--- src/rtl/fifo_uart_tx_pkg.sv ---
`default_nettype none
// ============================================================================
// Module      : fifo_uart_tx_pkg
// Description : Shared constants for the FIFO-fed UART transmitter.
//               State encoding, idle line level and default bit period.
//               Optional feature macro: UART_TX_PARITY_EN.
// Revision    : 1.0 - initial release
// ============================================================================
package fifo_uart_tx_pkg;

  localparam int DEF_CLKS_PER_BIT = 868;   // 100 MHz / 115200 baud
  localparam int STATE_W          = 3;

  localparam logic [STATE_W-1:0] ST_IDLE   = 3'd0;
  localparam logic [STATE_W-1:0] ST_FETCH  = 3'd1;
  localparam logic [STATE_W-1:0] ST_LOAD   = 3'd2;
  localparam logic [STATE_W-1:0] ST_START  = 3'd3;
  localparam logic [STATE_W-1:0] ST_DATA   = 3'd4;
  localparam logic [STATE_W-1:0] ST_PARITY = 3'd5;
  localparam logic [STATE_W-1:0] ST_STOP   = 3'd6;

  localparam logic TX_IDLE_LVL = 1'b1;

endpackage
`default_nettype wire

--- src/rtl/fifo_uart_tx_if.sv ---
`default_nettype none
// ============================================================================
// Module      : fifo_uart_tx_if
// Description : FIFO read-port and serial-line bundle for fifo_uart_tx.
//               master = the transmitter, slave = FIFO/line environment.
//               Optional feature macro: UART_TX_PARITY_EN (no effect here).
// Revision    : 1.0 - initial release
// ============================================================================
interface fifo_uart_tx_if #(
  parameter int DATA_W = 8
);
  logic              enable;
  logic [DATA_W-1:0] buf_out;
  logic              buf_empty;
  logic              rd_en;
  logic              tx;
  logic              busy;
  logic              tx_done;

  modport master (
    input  enable, buf_out, buf_empty,
    output rd_en, tx, busy, tx_done
  );

  modport slave (
    output enable, buf_out, buf_empty,
    input  rd_en, tx, busy, tx_done
  );
endinterface
`default_nettype wire

--- src/rtl/fifo_uart_tx_baud_tick.sv ---
`default_nettype none
// ============================================================================
// Module      : fifo_uart_tx_baud_tick
// Description : Bit-period counter 0..CLKS_PER_BIT-1 with synchronous clear.
//               tick marks the last cycle of a bit period, pre_tick the cycle
//               before it (lets the parent register end-of-bit strobes).
//               Optional feature macro: UART_TX_PARITY_EN (no effect here).
// Revision    : 1.0 - initial release
// ============================================================================
module fifo_uart_tx_baud_tick #(
  parameter int CLKS_PER_BIT = 868
) (
  input  wire logic clk,
  input  wire logic rst_n,
  input  wire logic clr,
  output logic      tick,
  output logic      pre_tick
);

  localparam int              CNT_W = (CLKS_PER_BIT > 1) ? $clog2(CLKS_PER_BIT) : 1;
  localparam logic [CNT_W-1:0] LAST = CNT_W'(CLKS_PER_BIT - 1);
  localparam logic [CNT_W-1:0] PRE  = CNT_W'(CLKS_PER_BIT - 2);

  logic [CNT_W-1:0] r_cnt;

  // Free-running wrap counter; clear forces it back to the start of a bit.
  always_ff @(posedge clk or negedge rst_n) begin
    if (!rst_n) begin
      r_cnt <= '0;
    end else if (clr || (r_cnt == LAST)) begin
      r_cnt <= '0;
    end else begin
      r_cnt <= r_cnt + CNT_W'(1);
    end
  end

  assign tick     = !clr && (r_cnt == LAST);
  assign pre_tick = !clr && (r_cnt == PRE);

endmodule
`default_nettype wire

--- src/rtl/fifo_uart_tx.sv ---
`default_nettype none
// ============================================================================
// Module      : fifo_uart_tx
// Description : Pops bytes from a single-clock FIFO (1-cycle read latency) and
//               sends each as a UART frame, LSB first, on tx.
//               Default frame 8N1; with `define UART_TX_PARITY_EN an even
//               parity bit is inserted (8E1).
// Revision    : 1.0 - initial release
// ============================================================================
module fifo_uart_tx
  import fifo_uart_tx_pkg::*;
#(
  parameter int CLKS_PER_BIT = DEF_CLKS_PER_BIT,
  parameter int DATA_W       = 8
) (
  input  wire logic      clk,
  input  wire logic      rst_n,
  fifo_uart_tx_if.master bus
);

  localparam int               BIT_W    = (DATA_W > 1) ? $clog2(DATA_W) : 1;
  localparam logic [BIT_W-1:0] LAST_BIT = BIT_W'(DATA_W - 1);

  logic [STATE_W-1:0] r_state;
  logic [STATE_W-1:0] w_next_state;
  logic [DATA_W-1:0]  r_shift;
  logic [DATA_W-1:0]  w_shift_nxt;
  logic [BIT_W-1:0]   r_bit_cnt;
  logic               w_tx_nxt;
  logic               w_tick;
  logic               w_pre_tick;
  logic               w_baud_clr;
  logic               w_can_start;
`ifdef UART_TX_PARITY_EN
  logic               r_parity;
`endif

  assign w_can_start = bus.enable && !bus.buf_empty;
  // Hold the bit timer at zero until the start bit begins.
  assign w_baud_clr  = (r_state == ST_IDLE) || (r_state == ST_FETCH) || (r_state == ST_LOAD);

  fifo_uart_tx_baud_tick #(
    .CLKS_PER_BIT (CLKS_PER_BIT)
  ) u_baud (
    .clk      (clk),
    .rst_n    (rst_n),
    .clr      (w_baud_clr),
    .tick     (w_tick),
    .pre_tick (w_pre_tick)
  );

  // State register.
  always_ff @(posedge clk or negedge rst_n) begin
    if (!rst_n) r_state <= ST_IDLE;
    else        r_state <= w_next_state;
  end

  // Next-state logic; enable only matters when deciding to begin a new frame.
  always_comb begin
    w_next_state = r_state;
    case (r_state)
      ST_IDLE:   if (w_can_start) w_next_state = ST_FETCH;
      ST_FETCH:  w_next_state = ST_LOAD;
      ST_LOAD:   w_next_state = ST_START;
      ST_START:  if (w_tick) w_next_state = ST_DATA;
`ifdef UART_TX_PARITY_EN
      ST_DATA:   if (w_tick && (r_bit_cnt == LAST_BIT)) w_next_state = ST_PARITY;
      ST_PARITY: if (w_tick) w_next_state = ST_STOP;
`else
      ST_DATA:   if (w_tick && (r_bit_cnt == LAST_BIT)) w_next_state = ST_STOP;
`endif
      ST_STOP:   if (w_tick) w_next_state = w_can_start ? ST_FETCH : ST_IDLE;
      default:   w_next_state = ST_IDLE;
    endcase
  end

  // Output decode from the upcoming state so tx lines up with the state change.
  always_comb begin
    w_shift_nxt = r_shift;
    if (r_state == ST_LOAD) begin
      w_shift_nxt = bus.buf_out;
    end else if ((r_state == ST_DATA) && w_tick) begin
      w_shift_nxt = r_shift >> 1;
    end
    w_tx_nxt = TX_IDLE_LVL;
    case (w_next_state)
      ST_START:  w_tx_nxt = 1'b0;
      ST_DATA:   w_tx_nxt = w_shift_nxt[0];
`ifdef UART_TX_PARITY_EN
      ST_PARITY: w_tx_nxt = r_parity;
`endif
      default:   w_tx_nxt = TX_IDLE_LVL;
    endcase
  end

  // Registered outputs; tx_done is pre-armed one cycle before the stop bit ends.
  always_ff @(posedge clk or negedge rst_n) begin
    if (!rst_n) begin
      bus.tx      <= TX_IDLE_LVL;
      bus.rd_en   <= 1'b0;
      bus.tx_done <= 1'b0;
    end else begin
      bus.tx      <= w_tx_nxt;
      bus.rd_en   <= (w_next_state == ST_FETCH);
      bus.tx_done <= (r_state == ST_STOP) && w_pre_tick;
    end
  end

  // Payload shifter and bit counter; data is captured only in LOAD.
  always_ff @(posedge clk or negedge rst_n) begin
    if (!rst_n) begin
      r_shift   <= '0;
      r_bit_cnt <= '0;
    end else begin
      r_shift <= w_shift_nxt;
      if (r_state == ST_LOAD) begin
        r_bit_cnt <= '0;
      end else if ((r_state == ST_DATA) && w_tick) begin
        r_bit_cnt <= (r_bit_cnt == LAST_BIT) ? '0 : r_bit_cnt + BIT_W'(1);
      end
    end
  end

`ifdef UART_TX_PARITY_EN
  // Even parity of the byte, computed while it is loaded.
  always_ff @(posedge clk or negedge rst_n) begin
    if (!rst_n)                   r_parity <= 1'b0;
    else if (r_state == ST_LOAD)  r_parity <= ^bus.buf_out;
  end
`endif

  assign bus.busy = (r_state != ST_IDLE);

endmodule
`default_nettype wire

--- src/flat_wrapper.sv ---
// flat-port wrapper written by rule: the top's interface ports become plain ports
module fifo_uart_tx_flat import fifo_uart_tx_pkg::*;
#(
  parameter int CLKS_PER_BIT = DEF_CLKS_PER_BIT,
  parameter int DATA_W       = 8
)
  (clk, rst_n, bus_enable, bus_buf_out, bus_buf_empty, bus_rd_en, bus_tx, bus_busy, bus_tx_done);
  fifo_uart_tx_if #(.DATA_W(DATA_W)) bus_i ();
  input  wire logic clk;
  input  wire logic rst_n;
  input wire logic [$bits(bus_i.enable)-1:0] bus_enable;
  input wire logic [$bits(bus_i.buf_out)-1:0] bus_buf_out;
  input wire logic [$bits(bus_i.buf_empty)-1:0] bus_buf_empty;
  output wire logic [$bits(bus_i.rd_en)-1:0] bus_rd_en;
  output wire logic [$bits(bus_i.tx)-1:0] bus_tx;
  output wire logic [$bits(bus_i.busy)-1:0] bus_busy;
  output wire logic [$bits(bus_i.tx_done)-1:0] bus_tx_done;
  assign bus_i.enable = bus_enable;
  assign bus_i.buf_out = bus_buf_out;
  assign bus_i.buf_empty = bus_buf_empty;
  assign bus_rd_en = bus_i.rd_en;
  assign bus_tx = bus_i.tx;
  assign bus_busy = bus_i.busy;
  assign bus_tx_done = bus_i.tx_done;
  fifo_uart_tx #(.CLKS_PER_BIT(CLKS_PER_BIT), .DATA_W(DATA_W)) u_core (.clk(clk), .rst_n(rst_n), .bus(bus_i));
endmodule
--- config.mk ---
export PLATFORM = sky130hd
export DESIGN_NAME = fifo_uart_tx_flat
export DESIGN_NICKNAME = d
export VERILOG_FILES = /design/src/rtl/fifo_uart_tx_pkg.sv /design/src/rtl/fifo_uart_tx_if.sv /design/src/rtl/fifo_uart_tx_baud_tick.sv /design/src/rtl/fifo_uart_tx.sv /design/src/flat_wrapper.sv
export SDC_FILE = /design/constraint.sdc
export NUM_CORES = 1
export LEC_CHECK = 0
export ABC_AREA = 1
export CAP_MARGIN = 20
export CORE_UTILIZATION = 29
export CTS_CLUSTER_DIAMETER = 120
export DETAILED_ROUTE_END_ITERATION = 6
export PLACE_DENSITY = 0.55
export SYNTH_ARGS = -nofsm -noshare
export SYNTH_HDL_FRONTEND = slang
export SYNTH_HIERARCHICAL = 1
export SYNTH_SLANG_ARGS = --single-unit
--- constraint.sdc ---
create_clock -name clk -period 4.1 [get_ports clk]
set_input_delay 1.23 -clock clk [delete_from_list [all_inputs] [get_ports clk]]
set_output_delay 1.23 -clock clk [all_outputs]
set_load 0.01 [all_outputs]
==> results of run 1 <==
[worst max-delay path, stage by stage, from the launching register on]
cell             delay, ns
dfrtp_1               0.56
inv_4                 0.09
nand2_2               0.11
clkdlybuf4s50_1       0.54
[through the flow]
step,worst slack [ns],hold WS [ns]
floorplan,2.15,0.453
global placement,1.62,0.471
detailed placement,1.61,0.475
CTS,1.29,0.501
global route,1.22,0.532
finish,1.31,0.499
[metal layers]
| metal | up-vias | GRT usage [%] |
|---|---|---|
| li1 | 575 | - |
| met1 | 490 | 13.9 |
| met2 | 12 | 16.8 |
| met3 | 2 | 3.29 |
| met4 | 0 | 2.56 |
| met5 | - | 0 |
[kinds of logic (layout without fill, tap and decap cells)]
logic type                 count (synthesis)  in the layout
AOI/OAI and AO/OA                         16             16
xor gates and xnor gates                   3              3
adders and majority gates                  4              4
buffers and inverters                     35             53
DFF                                       27             27
and+or+nand+nor                           82             82
[flip-flops by register name (all words and copies together), names as in the netlist]
register / flops
u_core/r_state: 3
u_core/r_shift: 8
u_core/bus.tx: 1
u_core/u_baud/r_cnt: 10
u_core/bus.rd_en: 1
u_core/r_bit_cnt: 3
u_core/bus.tx_done: 1
[placed cells by master (no fill, tap or decap), types with 2 or more instances in the layout]
master	Yosys	layout
clkbuf_8	0	3
clkdlybuf4s50_1	0	15
dfrtp_1	26	26
ha_1	4	4
inv_1	27	27
inv_2	4	4
inv_4	2	2
nand2_1	34	34
nand2_2	2	2
nand2_4	3	3
nand3_1	6	6
nand3_2	4	4
nand3_4	2	2
nand4_1	7	7
nor2_1	13	13
nor2_2	5	5
nor2_4	3	3
nor3_1	2	2
o21ai_1	4	4
o221ai_1	6	6
o31ai_1	2	2
xor2_1	3	3
[worst max path at each step]
stage / start / end / slack, ns / cells past startpoint
floorplan: u_core/r_state[1] / bus_busy / 2.15 / 3
global placement: u_core/r_state[2] / bus_busy / 1.62 / 3
detailed placement: u_core/r_state[2] / bus_busy / 1.61 / 3
CTS: u_core/r_state[2] / bus_busy / 1.29 / 3
global route: u_core/r_state[2] / bus_busy / 1.22 / 3
finish: u_core/r_state[2] / bus_busy / 1.31 / 3
[layout make-up]
cell class / count / area, µm² / share of cell area (%)
sequential: 27 / 677 / 38.8
timing repair buffer: 16 / 158 / 9.03
inverter: 33 / 129 / 7.38
tap: 67 / 83.8 / 4.80
clock buffer: 4 / 45.0 / 2.58
multi-input combinational: 105 / 654 / 37.5
[cell usage after synthesis]
master    number  share of area (%)
a21o_1         1               0.51
a21oi_1        1               0.34
a21oi_4        1                1.1
buf_6          2                1.5
dfrtp_1       26                 44
dfstp_2        1                1.8
ha_1           4                3.4
inv_1         27                6.8
inv_2          4                1.0
inv_4          2               0.84
nand2_1       34                8.6
nand2_2        2               0.84
nand2_4        3                2.3
nand3_1        6                2.0
nand3_2        4                2.7
nand3_4        2                2.4
nand4_1        7                3.0
nor2_1        13                3.3
nor2_2         5                2.1
nor2_4         3                2.3
nor3_1         2               0.68
nor3b_1        1               0.51
o211ai_1       1               0.51
o21ai_1        4                1.4
o221ai_1       6                3.5
o31ai_1        2                1.0
xor2_1         3                1.8
[report_power, final]
group,leakage [nW],switching [mW],internal [mW]
clock network,0.0228,0.0858,0.0697
registers,0.352,0.0453,0.335
logic,0.422,0.191,0.121
==> run metrics, run 1 <==
routed length on met1=1.31 mm; number of hold buffers added after cts=0; Worst Hold Path EP=u_core/r_bit_cnt[2]; drt pass-1 iters=4; initial antenna violation count=0; Core ar.=4820 µm²; Crit path arrival time=1.56 ns; Yosys reg bits=27; max frequency=0.358 GHz; Power, Total=848 µW; Peak VDD IR=208 µV; CP Launch Type=register; Core Util, Final=around 36%; final clock skew=approximately 0.0028 ns; setup bufs post-CTS=0; adder-cell share of the synthesized area=3.38%; unrepaired setup endpoints after global routing=false; largest family of logic cells by synthesized area=simple AND/OR/NAND/NOR gates; Static Leak=0.797 nW; Seq/Total Area, Yosys=45.7%; multiplexer share of the synthesized area=0%; layout net count=202; Least-Margin Pin Slew=0.445 ns; H-Tree Depth=1; chip height=73.5 µm; WL met2=1.10 mm; initial DRC count=30; Worst slew margin=70.2%; Chip Width=73.5 µm; simple logic cell fraction of the synthesized area=30.6%; placed insts=between 200 and 250; Max Slew Vio Count=0; die area=~5400 µm²; reg-to-reg slack, setup=2.06 ns; final WL=2.51 mm; largest net degree at the start of global routing=28; Crit path required time=2.87 ns; Min-Delay Path Class=reg -> reg; Initial Util=a little under a third; Post-Place Cell Area=1700 µm²; setup TNS=0 ns; vias in the first global route=slightly above 1000; GR Overflow Total=0; Final Setup Violations=0; Antenna Cells=0; worst-path fanout max=8; wire per inst=9.96 µm; synthesized area per cell=8.88 µm²; Top Layer Used=met4; Post-Syn Instances=167; FF-to-FF Start=u_core/u_baud/r_cnt[0]; fillers=513; # rows=25; Synth Net Count=around 180; synth unique cells=27; r2r endpoint=u_core/r_bit_cnt[0]; Setup crit end kind=primary output; WS Path Type=reg -> out; share of cells above drive strength 1=16.8%; Reg2Reg Depth=10; total number of vias=1079; GP Congestion=0.711; CTS resizes=0; run status=completed; hold path depth=2; Pwr Density=485 nW/µm²; CTS root buf=clkbuf_8; worst hold start=u_core/r_bit_cnt[2]; Final Hold Fails=0; clk sink count=27; synthesis-to-finish area growth=17.8%; Yosys warning count=6; xor-xnor portion of the synthesized cell area=roughly 1.8%; fin crit share=about two thirds; CTS clk-pin slew, worst paths=around 0.10 ns; insertion delay to the later sink of the worst-skew pair=0.27 ns; I/O pin cnt=16; Tmin final=2.79 ns; DRC=0; max cap viols=0; Via-to-Cell Ratio=4.28; post-route ant nets=0; met3 wire len=roughly 80 µm; total track usage=10.5%; final instance area=1750 µm²; cts bufs inserted=3; # port buffers=15; mapped cell area=~1500 µm²; post-synthesis compound-gate area fraction=8.35%; first-pass GRT wire length=between 4 and 5 mm; Layout Cells excl Fill=252; dpl hpwl=1.88 mm; clk buf depth=2; CTS tree=yes
Note: power is estimated with default switching activity, not from simulation.
==> run 2: changes to the inputs <==
- PLACE_DENSITY: 0.55 -> 0.56
- clock period: 4.1 -> 2.35 ns (I/O delays scaled with it)
==> run 2 against run 1 <==
Setup slack worse by 1.2 ns. Core utilization is 0.052 points higher. Critical path type unchanged. First-iteration DRC count rose by 40%. Design area grew 0.14%. Sequential power up 76%. Largest cell class unchanged. Sequential share of layout area hardly changed. Flip-flop and latch count stayed put.
==> run metrics, run 2 (synthesized netlist as in run 1, its figures left out) <==
Slowest Stage Delay on Critical Path=0.57 ns (about the same); worst-path fanout max=8 (unchanged); unrepaired setup endpoints after global routing=false; post-route ant nets=0 (unchanged); Final Hold Fails=0 (unchanged); Crit path required time=1.64 ns (-1.23 ns); drt pass-1 iters=4 (unchanged); Largest register FFs=10 (unchanged); CTS clk-pin slew, worst paths=0.10 ns (about the same); CP Buf/Inv Count=2 (unchanged); Initial Util=30.8% (unchanged); CP Launch Type=register; worst path cell trace=inv_4 > nand2_2 > clkdlybuf4s50_1; chip height=73.5 µm (unchanged); max cap viols=0 (unchanged); Clk network pwr share=18.5% (+0.2 points); wire per inst=10.5 µm (+5.7%); commonest non-fill, non-tap cell in the layout=nand2_1; setup TNS=0 ns (unchanged); combinational share of power=36.7% (about the same); # port buffers=15 (unchanged); most frequent cells in the layout=34 x nand2_1, 27 x inv_1, 25 x dfrtp_1; Setup crit end kind=primary output; clk buf depth=2 (unchanged); vias in the first global route=1122 (+11%); Reg power frac=44.8% (about the same); fillers=522 (+1.8%); Sw Ratio=38.3% (+0.31 points); Tmin final=2.29 ns; largest net degree at the start of global routing=28 (unchanged); Final Setup Violations=0 (unchanged); CP max stage cell=dfrtp_1; biggest regs=u_core/u_baud/r_cnt (10), u_core/r_shift (8); GR Overflow Total=0 (unchanged); Min-Delay Path Class=reg -> reg; Worst Hold Path EP=u_core/r_bit_cnt[1]; Antenna Cells=0 (unchanged); initial antenna violation count=0 (unchanged); CTS tree=yes; synthesis-to-finish area growth=18.0%; initial DRC count=42 (+40%); reg-to-reg slack, setup=0.40 ns (-1.66 ns); H-Tree Depth=1 (unchanged); total track usage=11.2% (+0.64 points); hold path depth=2 (unchanged); Core ar.=4820 µm² (unchanged); Switching Power=570 µW (+77%); Peak VDD IR=364 µV (+75%); # rows=25 (unchanged); share of cells above drive strength 1=17.8% (+1.1 points); DRC=0 (unchanged); Via-to-Cell Ratio=4.38 (+2.2%); Least-Margin Pin Slew=0.404 ns (-0.0410 ns); CP top delay family=buffers and inverters; WS Path Type=reg -> out; run status=completed; Crit path arrival time=1.59 ns (+0.03 ns); cts bufs inserted=3 (unchanged); fin crit share=97.5%; max frequency=0.437 GHz; FF-to-FF Start=u_core/u_baud/r_cnt[0]; first-pass GRT wire length=4.64 mm (+5.3%); CTS root buf=clkbuf_8; dpl hpwl=1.98 mm (+5.3%); GP Congestion=0.715 (+0.69%); clk sink count=27 (unchanged); final WL=2.65 mm (+5.7%); I/O pin cnt=16 (unchanged); final clock skew=0.00106 ns (-0.00177 ns); Worst slew margin=73.0% (+2.7 points); Core Util, Final=36.3% (+0.052 points); die area=5400 µm² (unchanged); r2r endpoint=u_core/r_bit_cnt[0]; worst hold start=u_core/r_bit_cnt[1]; register with the most flip-flops=u_core/u_baud/r_cnt; layout net count=202 (unchanged); cell internal pwr=917 µW (+75%); Reg2Reg Depth=10 (unchanged); total number of vias=1103 (+2.2%); Static Leak=0.799 nW (+0.24%); Pwr Density=850 nW/µm² (+75%); Chip Width=73.5 µm (unchanged); insertion delay to the later sink of the worst-skew pair=0.28 ns (about the same); Max Slew Vio Count=0 (unchanged)
[run 2: tightest hold or removal path, stage by stage (launching register included)]
cell and delay (ns):
dfrtp_1 0.36, nand2_1 0.06, nand2_1 0.05
[run 2: worst max-delay path by stage]
stage,startpoint,endpoint,slack [ns],cells past startpoint
finish,u_core/r_state[2],bus_busy,0.06,3
global route,u_core/r_state[2],bus_busy,0.01,3
CTS,u_core/r_state[2],bus_busy,0.04,3
detailed placement,u_core/r_state[2],bus_busy,0.37,3
global placement,u_core/r_state[1],bus_busy,0.38,3
floorplan,u_core/u_baud/r_cnt[0],u_core/bus.tx,0.61,10
[run 2: area by class of cell]
type,instances,area [µm²],share of cell area (%)
flip-flops and latches,27,678,38.8
multi-input cells,105,654,37.4
repair buffers,16,158,9.01
inverters,33,129,7.37
well taps,67,83.8,4.79
clock buffers,3,41.3,2.36
clock inverters,1,5.00,0.286
[run 2: what timing repair did]
item                                    in CTS  in global routing
endpoints found under the setup margin       0                  1
setup buffers                                0                  0
resized for setup                            0                  1
hold buffers                                 0                  0
[run 2: per-stage QoR]
step / area [µm²] / total power, mW / hold slack, ns / setup slack, ns / cells
global placement: 1700 / 1.23 / 0.485 / 0.379 / 248
global route: 1750 / 1.60 / 0.533 / 0.0122 / 252
finish: 1750 / 1.49 / 0.496 / 0.0593 / 252
detailed placement: 1700 / 1.23 / 0.475 / 0.365 / 248
CTS: 1750 / 1.51 / 0.500 / 0.0425 / 252
floorplan: 1480 / 1.09 / 0.409 / 0.614 / 167
[run 2: layer usage]
metal	track usage, %	share of wire (%)	up-vias
met1	14.6	50	510
met2	18.2	45	19
met4	3.21	1.2	0
met3	2.88	3.7	5
li1	-	-	569
met5	0	0	-
[run 2: power by group through the flow]
stage / clock network [mW] / logic [mW] / registers, mW
6_report: 0.275 / 0.546 / 0.667
5_1_grt: 0.299 / 0.620 / 0.683
4_1_cts: 0.285 / 0.559 / 0.666
3_5_place_dp: 0 / 0.557 / 0.676
3_3_place_gp: 0 / 0.554 / 0.671
2_1_floorplan: 0 / 0.437 / 0.650
